$ cat src/rtl/pe_array_pkg.sv
// ----------------------------------------------------------------------------
// pe_array_pkg
// Shared encodings for the PE array control path: array command codes, shift
// directions, image selects, sequencer state encodings and the sequencer's
// program-step selector. pe_message_passer decodes the same command and
// direction constants, so the numeric values here must not change.
// ----------------------------------------------------------------------------
package pe_array_pkg;

    // Array command codes driven on command_to_execute
    localparam logic [2:0] CMD_NOP   = 3'd0;
    localparam logic [2:0] CMD_LOAD  = 3'd1;
    localparam logic [2:0] CMD_SHIFT = 3'd2;
    localparam logic [2:0] CMD_MAC   = 3'd3;
    localparam logic [2:0] CMD_CLEAR = 3'd4;

    // Shift directions driven on shift_direction
    localparam logic [1:0] DIR_UP    = 2'd0;
    localparam logic [1:0] DIR_DOWN  = 2'd1;
    localparam logic [1:0] DIR_LEFT  = 2'd2;
    localparam logic [1:0] DIR_RIGHT = 2'd3;

    // Image selects driven on image_to_shift
    localparam logic IMG_A = 1'b0;
    localparam logic IMG_B = 1'b1;

    // Sequencer top-level states
    typedef enum logic [2:0] {
        ST_IDLE  = 3'd0,
        ST_CMD   = 3'd1,
        ST_ACK   = 3'd2,
        ST_DONE  = 3'd3,
        ST_ERROR = 3'd4
    } seq_state_t;

    // Program step currently being (or about to be) issued
    typedef enum logic [2:0] {
        NC_CLEAR = 3'd0,
        NC_LOAD  = 3'd1,
        NC_MAC   = 3'd2,
        NC_SHA   = 3'd3,
        NC_SHB   = 3'd4
    } seq_cmd_t;

    // One complete word presented to the array
    typedef struct packed {
        logic [2:0] cmd;
        logic [1:0] dir;
        logic       img;
    } array_word_t;

    // Map a program step to the array word; dir/img stay zero unless SHIFT
    function automatic array_word_t seq_cmd_decode(input seq_cmd_t step);
        array_word_t w;
        w.cmd = CMD_NOP;
        w.dir = DIR_UP;
        w.img = IMG_A;
        case (step)
            NC_CLEAR: w.cmd = CMD_CLEAR;
            NC_LOAD:  w.cmd = CMD_LOAD;
            NC_MAC:   w.cmd = CMD_MAC;
            NC_SHA: begin
                w.cmd = CMD_SHIFT;
                w.dir = DIR_LEFT;
                w.img = IMG_A;
            end
            NC_SHB: begin
                w.cmd = CMD_SHIFT;
                w.dir = DIR_UP;
                w.img = IMG_B;
            end
            default: w.cmd = CMD_NOP;
        endcase
        return w;
    endfunction

endpackage

$ cat src/rtl/pe_cmd_watchdog.sv
// ----------------------------------------------------------------------------
// pe_cmd_watchdog
// Loadable down-counter guarding one array command. Loaded on `clear` (the
// edge entering CMD) so that `expired` rises in the TIMEOUT-th cycle of the
// command; the sequencer then leaves CMD on that cycle's closing edge.
// Ports:
//   CLK     in  clock, rising edge
//   RST_N   in  synchronous active-low reset
//   clear   in  reload the counter (command entry)
//   enable  in  count this cycle (command waiting)
//   expired out budget used up while enabled
// ----------------------------------------------------------------------------
module pe_cmd_watchdog #(
    parameter int unsigned TIMEOUT = 255
) (
    input  logic CLK,
    input  logic RST_N,
    input  logic clear,
    input  logic enable,
    output logic expired
);

    localparam int unsigned     CNT_W    = $clog2(TIMEOUT + 1);
    localparam logic [CNT_W-1:0] LOAD_VAL = CNT_W'(TIMEOUT - 1);
    localparam logic [CNT_W-1:0] CNT_ZERO = {CNT_W{1'b0}};
    localparam logic [CNT_W-1:0] CNT_ONE  = CNT_W'(1);

    logic [CNT_W-1:0] r_count;

    // Remaining-cycle counter: reload on command entry, count down while waiting
    always_ff @(posedge CLK) begin
        if (!RST_N) begin
            r_count <= CNT_ZERO;
        end else if (clear) begin
            r_count <= LOAD_VAL;
        end else if (enable && (r_count != CNT_ZERO)) begin
            r_count <= r_count - CNT_ONE;
        end else begin
            r_count <= r_count;
        end
    end

    assign expired = enable && (r_count == CNT_ZERO);

endmodule

$ cat src/rtl/pe_array_sequencer.sv
// ----------------------------------------------------------------------------
// pe_array_sequencer
// Runs the Cannon-style program CLEAR, LOAD, then N x (MAC, SHIFT A left,
// SHIFT B up) with the final pair of shifts omitted, handshaking each command
// with the PE array over array_ready / array_ack.
// Ports:
//   CLK, RST_N          clock, synchronous active-low reset
//   start, num_iter     host launch and MAC count (taken in IDLE/ERROR only)
//   array_ready         array reports current command complete
//   array_ack           one-cycle acknowledge back to the array
//   command_to_execute  array command, shift_direction / image_to_shift
//   busy, done, error   program running / end pulse / sticky watchdog trip
//   iter_count          MACs completed in the current run
// All outputs are registered and derived from the next-state decision.
// ----------------------------------------------------------------------------
module pe_array_sequencer #(
    parameter int unsigned ARRAY_SIZE_1D = 1,
    parameter int unsigned ITER_W        = 8,
    parameter int unsigned TIMEOUT       = 255
) (
    input  logic              CLK,
    input  logic              RST_N,
    input  logic              start,
    input  logic [ITER_W-1:0] num_iter,
    input  logic              array_ready,
    output logic              array_ack,
    output logic [2:0]        command_to_execute,
    output logic [1:0]        shift_direction,
    output logic              image_to_shift,
    output logic              busy,
    output logic              done,
    output logic              error,
    output logic [ITER_W-1:0] iter_count
);

    import pe_array_pkg::*;

    if ((TIMEOUT < 2) || (ARRAY_SIZE_1D < 1)) begin : g_bad_params
        $error("pe_array_sequencer: TIMEOUT must be >= 2 and ARRAY_SIZE_1D >= 1");
    end

    localparam logic [ITER_W-1:0] ITER_ZERO = {ITER_W{1'b0}};
    localparam logic [ITER_W-1:0] ITER_ONE  = ITER_W'(1);

    seq_state_t        r_state;
    seq_cmd_t          r_next_cmd;
    logic [ITER_W-1:0] r_num_iter;
    logic [ITER_W-1:0] r_iter;
    logic              r_first;
    logic [2:0]        r_cmd;
    logic [1:0]        r_dir;
    logic              r_img;
    logic              r_ack;
    logic              r_busy;
    logic              r_done;
    logic              r_error;

    seq_state_t        w_state_nxt;
    seq_cmd_t          w_next_cmd_nxt;
    logic [ITER_W-1:0] w_num_iter_nxt;
    logic [ITER_W-1:0] w_iter_nxt;
    array_word_t       w_word;
    logic              w_wd_clear;
    logic              w_wd_expired;

    // Reload the watchdog on the edge that enters CMD
    assign w_wd_clear = (w_state_nxt == ST_CMD) && (r_state != ST_CMD);

    pe_cmd_watchdog #(
        .TIMEOUT (TIMEOUT)
    ) u_watchdog (
        .CLK     (CLK),
        .RST_N   (RST_N),
        .clear   (w_wd_clear),
        .enable  (r_state == ST_CMD),
        .expired (w_wd_expired)
    );

    // Next-state, program step, iteration bookkeeping and next output word
    always_comb begin
        w_state_nxt    = r_state;
        w_next_cmd_nxt = r_next_cmd;
        w_num_iter_nxt = r_num_iter;
        w_iter_nxt     = r_iter;
        case (r_state)
            ST_IDLE, ST_ERROR: begin
                if (start) begin
                    w_state_nxt    = ST_CMD;
                    w_next_cmd_nxt = NC_CLEAR;
                    w_num_iter_nxt = num_iter;
                    w_iter_nxt     = ITER_ZERO;
                end else begin
                    w_state_nxt = r_state;
                end
            end
            ST_CMD: begin
                // r_first marks the settle cycle, where ready is not trusted
                if (!r_first && array_ready) begin
                    w_state_nxt = ST_ACK;
                    if (r_next_cmd == NC_MAC) begin
                        w_iter_nxt = r_iter + ITER_ONE;
                    end else begin
                        w_iter_nxt = r_iter;
                    end
                end else if (w_wd_expired) begin
                    w_state_nxt = ST_ERROR;
                end else begin
                    w_state_nxt = ST_CMD;
                end
            end
            ST_ACK: begin
                case (r_next_cmd)
                    NC_CLEAR: begin
                        w_state_nxt    = ST_CMD;
                        w_next_cmd_nxt = NC_LOAD;
                    end
                    NC_LOAD: begin
                        if (r_num_iter == ITER_ZERO) begin
                            w_state_nxt = ST_DONE;
                        end else begin
                            w_state_nxt    = ST_CMD;
                            w_next_cmd_nxt = NC_MAC;
                        end
                    end
                    NC_MAC: begin
                        // r_iter already counts the MAC just acknowledged
                        if (r_iter < r_num_iter) begin
                            w_state_nxt    = ST_CMD;
                            w_next_cmd_nxt = NC_SHA;
                        end else begin
                            w_state_nxt = ST_DONE;
                        end
                    end
                    NC_SHA: begin
                        w_state_nxt    = ST_CMD;
                        w_next_cmd_nxt = NC_SHB;
                    end
                    NC_SHB: begin
                        w_state_nxt    = ST_CMD;
                        w_next_cmd_nxt = NC_MAC;
                    end
                    default: w_state_nxt = ST_IDLE;
                endcase
            end
            ST_DONE:  w_state_nxt = ST_IDLE;
            default:  w_state_nxt = ST_IDLE;
        endcase

        if (w_state_nxt == ST_CMD) begin
            w_word = seq_cmd_decode(w_next_cmd_nxt);
        end else begin
            w_word = '{cmd: CMD_NOP, dir: DIR_UP, img: IMG_A};
        end
    end

    // State, bookkeeping and registered outputs
    always_ff @(posedge CLK) begin
        if (!RST_N) begin
            r_state    <= ST_IDLE;
            r_next_cmd <= NC_CLEAR;
            r_num_iter <= ITER_ZERO;
            r_iter     <= ITER_ZERO;
            r_first    <= 1'b0;
            r_cmd      <= CMD_NOP;
            r_dir      <= DIR_UP;
            r_img      <= IMG_A;
            r_ack      <= 1'b0;
            r_busy     <= 1'b0;
            r_done     <= 1'b0;
            r_error    <= 1'b0;
        end else begin
            r_state    <= w_state_nxt;
            r_next_cmd <= w_next_cmd_nxt;
            r_num_iter <= w_num_iter_nxt;
            r_iter     <= w_iter_nxt;
            r_first    <= w_wd_clear;
            r_cmd      <= w_word.cmd;
            r_dir      <= w_word.dir;
            r_img      <= w_word.img;
            r_ack      <= (w_state_nxt == ST_ACK);
            r_busy     <= (w_state_nxt == ST_CMD) || (w_state_nxt == ST_ACK);
            r_done     <= (w_state_nxt == ST_DONE);
            r_error    <= (w_state_nxt == ST_ERROR);
        end
    end

    assign array_ack          = r_ack;
    assign command_to_execute = r_cmd;
    assign shift_direction    = r_dir;
    assign image_to_shift     = r_img;
    assign busy               = r_busy;
    assign done               = r_done;
    assign error              = r_error;
    assign iter_count         = r_iter;

endmodule

$ cat config.mk
export PLATFORM = sky130hd
export DESIGN_NAME = pe_array_sequencer
export DESIGN_NICKNAME = d
export VERILOG_FILES = /design/src/rtl/pe_array_pkg.sv /design/src/rtl/pe_cmd_watchdog.sv /design/src/rtl/pe_array_sequencer.sv
export SDC_FILE = /design/constraint.sdc
export NUM_CORES = 1
export LEC_CHECK = 0
export ABC_AREA = 1
export CAP_MARGIN = 20
export CORE_ASPECT_RATIO = 0.5
export CORE_UTILIZATION = 55
export DETAILED_ROUTE_END_ITERATION = 6
export HOLD_SLACK_MARGIN = 0.15
export PLACE_DENSITY = 0.81
export SLEW_MARGIN = 5
export SYNTH_ARGS = -nofsm -noshare
export SYNTH_HDL_FRONTEND = slang
export SYNTH_SLANG_ARGS = --single-unit
$ cat constraint.sdc
create_clock -name CLK -period 2.48 [get_ports CLK]
set_input_delay 0.62 -clock CLK [delete_from_list [all_inputs] [get_ports CLK]]
set_output_delay 0.62 -clock CLK [all_outputs]
set_load 0.01 [all_outputs]
Yosys cells after proc, flatten, opt, wreduce, memory -nomap -nowiden:

Cells that the tools add are included.

* $add $sub $neg: 2
* $lt $le $gt $ge: 1
* equal/unequal tests: 19
* multiplexer cells: 20
* bitwise logic cells: 1
* reduce and logical (&&, ||, !) cells: 21

Operator list (number)
* two-way mux 8 bit: 5
* equality test 3 x 2 -> 1 bit (second input constant): 7
* two-way mux 3 bit: 6
* logical NOT 8 bit: 2
* one-hot mux 8 bit (2 select lines): 1
* one-hot mux 3 bit (5 select lines): 1
* equality test 3 x 1 -> 1 bit (second input constant): 4
* equality test 3 bit (second input constant): 4
* one-hot mux 3 bit (2 select lines): 2
* one-hot mux 3 bit (4 select lines): 1
* logical NOT 3 bit: 3
* one-hot mux 3 bit (3 select lines): 1
* adder 8 x 1 -> 8 bit (second input constant): 1
* less-than comparator 8 bit: 1
* nonzero test 8 bit: 1
* subtractor 8 x 1 -> 8 bit (second input constant): 1
* != test 2 bit (second input constant): 3
* one-hot mux 2 bit (3 select lines): 1
* OR reduction 2 bit: 3
* logical AND 1 bit: 4
* two-way mux 2 bit: 2
* AND reduction 2 bit: 2
* AND reduction 4 bit: 1
* nonzero test 2 bit: 2
* other kinds (5): 5

* register bits after elaboration: 41
* input bits: 12
* logic and storage cells: 78

Logic depth before layout (Yosys ltp):

* depth in word-level cells: 8
* mapped depth: 14
* mapped depth without buffers: 14

Hierarchy:

A second synthesis with hierarchy kept.

* cells, all modules: 310
* area total of the unflattened synthesis: 2145.8 um2

Modules (own cells, without submodules)
* pe_array_sequencer: instances 1, cells an instance 216, area an instance 1574.0 um2, seq. area each 640.6 um2
* pe_cmd_watchdog: instances 1, cells an instance 94, area an instance 571.8 um2, seq. area each 160.2 um2

Least setup slack after synthesis:

Ideal clock, no wire load.

* kind: register -> register
* start: register r_iter[3], in the netlist iter_count[3]
* end: register u_watchdog.r_count[0]
* setup time: 0.111 ns
* arrival: 1.490 ns
* data required time: 2.369 ns
* slack: 0.879 ns
* stages on the path, launching flop included: 12
* path buffers: 0
* cells stage by stage: dfxtp_1 ha_1 a21oi_1 nand2_1 nand2_1 nand2_1 nand2_1 nand2_1 nand2_1 nand4_2 nand3_1 inv_1

* word-level cells in the longest chain between the ends: 7

Ends and longest elaborated chain
* from (decl): RTL line pe_array_sequencer.sv:48 `logic [ITER_W-1:0] r_iter;`
* from (signal assigned): RTL line pe_array_sequencer.sv:175 `r_iter <= w_iter_nxt;`
* less-than comparator 8 bit: RTL line pe_array_sequencer.sv:127 `if (r_iter < r_num_iter) begin`
* two-way mux 2 bit: RTL line pe_array_sequencer.sv:127
* one-hot mux 2 bit (3 select lines): RTL line pe_array_sequencer.sv:112 `case (r_next_cmd)`
* one-hot mux 3 bit (3 select lines): RTL line pe_array_sequencer.sv:85 `case (r_state)`
* equality test 3 x 1 -> 1 bit: RTL line pe_array_sequencer.sv:67 `assign w_wd_clear = (w_state_nxt == ST_CMD) && (r_state != ST_CMD);`
* logical AND 1 bit: RTL line pe_array_sequencer.sv:67
* OR reduction 2 bit (no line)
* to (signal assigned): RTL line pe_cmd_watchdog.sv:37 `r_count <= r_count - CNT_ONE;`
* to (signal assigned): RTL line pe_cmd_watchdog.sv:39 `r_count <= r_count;`
* to (decl): RTL line pe_cmd_watchdog.sv:28 `logic [CNT_W-1:0] r_count;`

No other way between the ends.
A chain may end at the register's enable or synchronous reset.

Worst setup path after layout:

* start: register r_num_iter[7]
* end: register u_watchdog.r_count[0]

* word-level cells in the longest chain between the ends: 7

Ends and longest elaborated chain
* from (decl): RTL line pe_array_sequencer.sv:47 `logic [ITER_W-1:0] r_num_iter;`
* from (signal assigned): RTL line pe_array_sequencer.sv:174 `r_num_iter <= w_num_iter_nxt;`
* less-than comparator 8 bit / logical NOT 8 bit (equally long branches): RTL line pe_array_sequencer.sv:127, pe_array_sequencer.sv:118
* two-way mux 2 bit, on equally long branches: RTL line pe_array_sequencer.sv:127, pe_array_sequencer.sv:118
* one-hot mux 2 bit (3 select lines) *: RTL line pe_array_sequencer.sv:112
* one-hot mux 3 bit (3 select lines) *: RTL line pe_array_sequencer.sv:85
* equality test 3 x 1 -> 1 bit *: RTL line pe_array_sequencer.sv:67
* logical AND 1 bit *: RTL line pe_array_sequencer.sv:67
* OR reduction 2 bit (no line) *

Mark *: on every way between the ends. The rest lies on a longest branch, timed or not.

==> results.tsv <==
metric	value	unit
drc	0	
fmax	0.515	GHz
die_h	44.8	um
fill_cells	307	
dp_cells	363	
drt.antenna.violating_nets	0	
p_per_area	614	nW/um^2
cts_resized	0	
die-area	3930	sq um
busiest_layer	met2	
synth_xor_area_share	0.434	%
final_cell_mix	nand2_1, inv_1, dfxtp_1, nor2_1, clkdlybuf4s50_1	
cp.arrival	2.14	ns
cts_inserted_buffers	5	
core	3470	sq um
cp.required	2.67	ns
hpwl	3.15	mm
post-route-util	70.7	%
rsz0062_at_grt	false	
synth.area.mux_share	0	%
avgSynthCellArea	7.05	sq um
ys_seq_area_share	39.7	%
grt_pass1_wl	7.07	mm
ys_seq_elements	40	
initial_core_util	58.1	%
critical_path_class	reg -> reg	
end_kind	flip-flop	
vias	1921	
diodes	0	
crit_family	simple AND/OR/NAND/NOR gates	
startpoint_type	flip-flop	
hold_path.class	reg -> reg	
wl_per_cell	11.5	um
cts_tree	yes	
placement.io_buffers	28	
grt_use_met1	26.3	%
io_pins	30	
max-cap-violations	0	
stdcell_count	371	
drt_first_pass_iters	4	
synth_cell_type_count	26	
clockRootBuffer	clkbuf_8	
nNetsFinal	340	
syn_nets	307	
final_common_cell	nand2_1	
hold_buffers	0	
skew	0.00327	ns
hold_violations	0	
h-tree-depth	2	
synthCells	286	
path_common_cell	nand2_1	
use_met2	44.7	%
status	completed	
overflow	0	
min_period	1.94	ns
cts.sink_count	40	
yosys_warnings	0	
path_buf_inv	2	
antenna_found_initial	0	
die_w	87.6	um
p_leak	1.09	nW
cp_max_fo	9	
wirelength	4.25	mm
fin_crit_sh	78.2	%
clk_pin_slew	0.08	ns
synth_top_family_by_area	simple AND/OR/NAND/NOR gates	
worstSkewPairLatency	0.29	ns
slowest_stage	dfxtp_1	
vias_per_cell	5.18	
syn2layout_area_growth	21.7	%
clockBufferDepth	2	
slowest_delay	0.36	ns
layout-drive-gt1-share	7.50	%
grt_pass1_vias	1757	
place_congestion	0.817	
setup_viol	0	
synthSimpleGateAreaFrac	29.7	%
fin_tns_setup	0	ns
dr.first_iter.drc_count	46	
rows	15	
post_synth_fa_ha_maj_area_fraction	5.58	%
grt_use_met3	6.76	%
track_usage	23.9	%
grt_max_degree	22	
synth_compound_area_share	14.8	%
path_cells	inv_1, ha_1, a21oi_1, o21a_1, nand2_1, nand2_1, nand2_1, nand2_1, nand4_2, nand3_1, inv_1	
peakVddDrop	0.448	mV
netlist_area	2020	sq um
cts_setup_buffers	0	
drv_slew	0	
## metal layers
layer / wire, um / share of wire [%] / vias to the layer above
li1: - / - / 979
met1: 1880 / 44 / 890
met2: 2120 / 50 / 45
met3: 207 / 4.9 / 7
met4: 47 / 1.1 / 0
met5: 0 / 0 / -
## area by class of cell
cell class | count | area (sq um) | area share, %
Multi-Input combinational cell | 195 | 1020 | 41.6
Sequential cell | 40 | 801 | 32.6
Timing Repair Buffer | 31 | 303 | 12.3
Inverter | 46 | 173 | 7.03
Clock buffer | 7 | 86.3 | 3.52
Tap cell | 51 | 63.8 | 2.60
Clock inverter | 1 | 7.51 | 0.306
## power breakdown
group	switching (mW)	internal, mW
logic	0.192	0.128
registers	0.0364	0.700
clock network	0.224	0.226
## worst min-delay path: cells and delay by family (launching register included)
family          cells  cell delay (ns)
compound gates      1             0.05
buf+inv             1             0.06
flops               1             0.31
## final timing paths
kind | startpoint | end | slack, ns | depth (start not counted)
min | r_num_iter[0]$_SDFFE_PN0P_ | r_num_iter[0]$_SDFFE_PN0P_ | 0.47 | 2
max reg2reg | r_num_iter[7]$_SDFFE_PN0P_ | u_watchdog.r_count[0]$_SDFFE_PP0P_ | 0.54 | 11
max | r_num_iter[7]$_SDFFE_PN0P_ | u_watchdog.r_count[0]$_SDFFE_PP0P_ | 0.54 | 11
min reg2reg | r_num_iter[0]$_SDFFE_PN0P_ | r_num_iter[0]$_SDFFE_PN0P_ | 0.47 | 2
## synthesized netlist by cell type, drive strengths merged
cell | instances | share of area, %
a21oi | 27 | 6.7
buf | 1 | 0.37
clkbuf | 4 | 0.74
conb | 1 | 0.19
dfxtp | 40 | 40
ha | 9 | 5.6
inv | 46 | 8.6
nand2 | 65 | 13
nand3 | 12 | 3.0
nand4 | 7 | 2.5
nor2 | 35 | 7.1
nor3 | 11 | 4.1
o21a | 1 | 0.37
o21ai | 18 | 4.7
o21bai | 7 | 2.6
o22a | 1 | 0.43
xor2 | 1 | 0.43
## stage by stage
step	worst slack [ns]	hold WS (ns)	power [mW]	cell area (sq um)
finish	0.539	0.472	1.51	2450
floorplan	0.879	0.444	0.973	2020
CTS	0.545	0.474	1.52	2450
detailed placement	0.284	0.462	1.07	2360
global placement	0.368	0.455	1.05	2360
global route	0.410	0.502	1.59	2450
## sequential cells by signal (all words and copies together), names as in the netlist
| signal | flops |
|---|---|
| done | 1 |
| r_state | 3 |
| array_ack | 1 |
| u_watchdog.r_count | 8 |
| image_to_shift | 1 |
| error | 1 |
| r_num_iter | 8 |
| busy | 1 |
| shift_direction | 1 |
| iter_count | 8 |
| r_first | 1 |
| command_to_execute | 3 |
| r_next_cmd | 3 |
## logic make-up (layout without fill, tap and decap cells)
| logic type | after synthesis | in the layout |
|---|---|---|
| AO/OA/AOI/OAI | 54 | 54 |
| buffers and inverters | 51 | 85 |
| adder cells (fa/ha/maj) | 9 | 9 |
| XOR/XNOR | 1 | 1 |
| flip-flops | 40 | 40 |
| other | 1 | 1 |
| AND/OR/NAND/NOR | 130 | 130 |
Power figures use the tool's default switching activity.
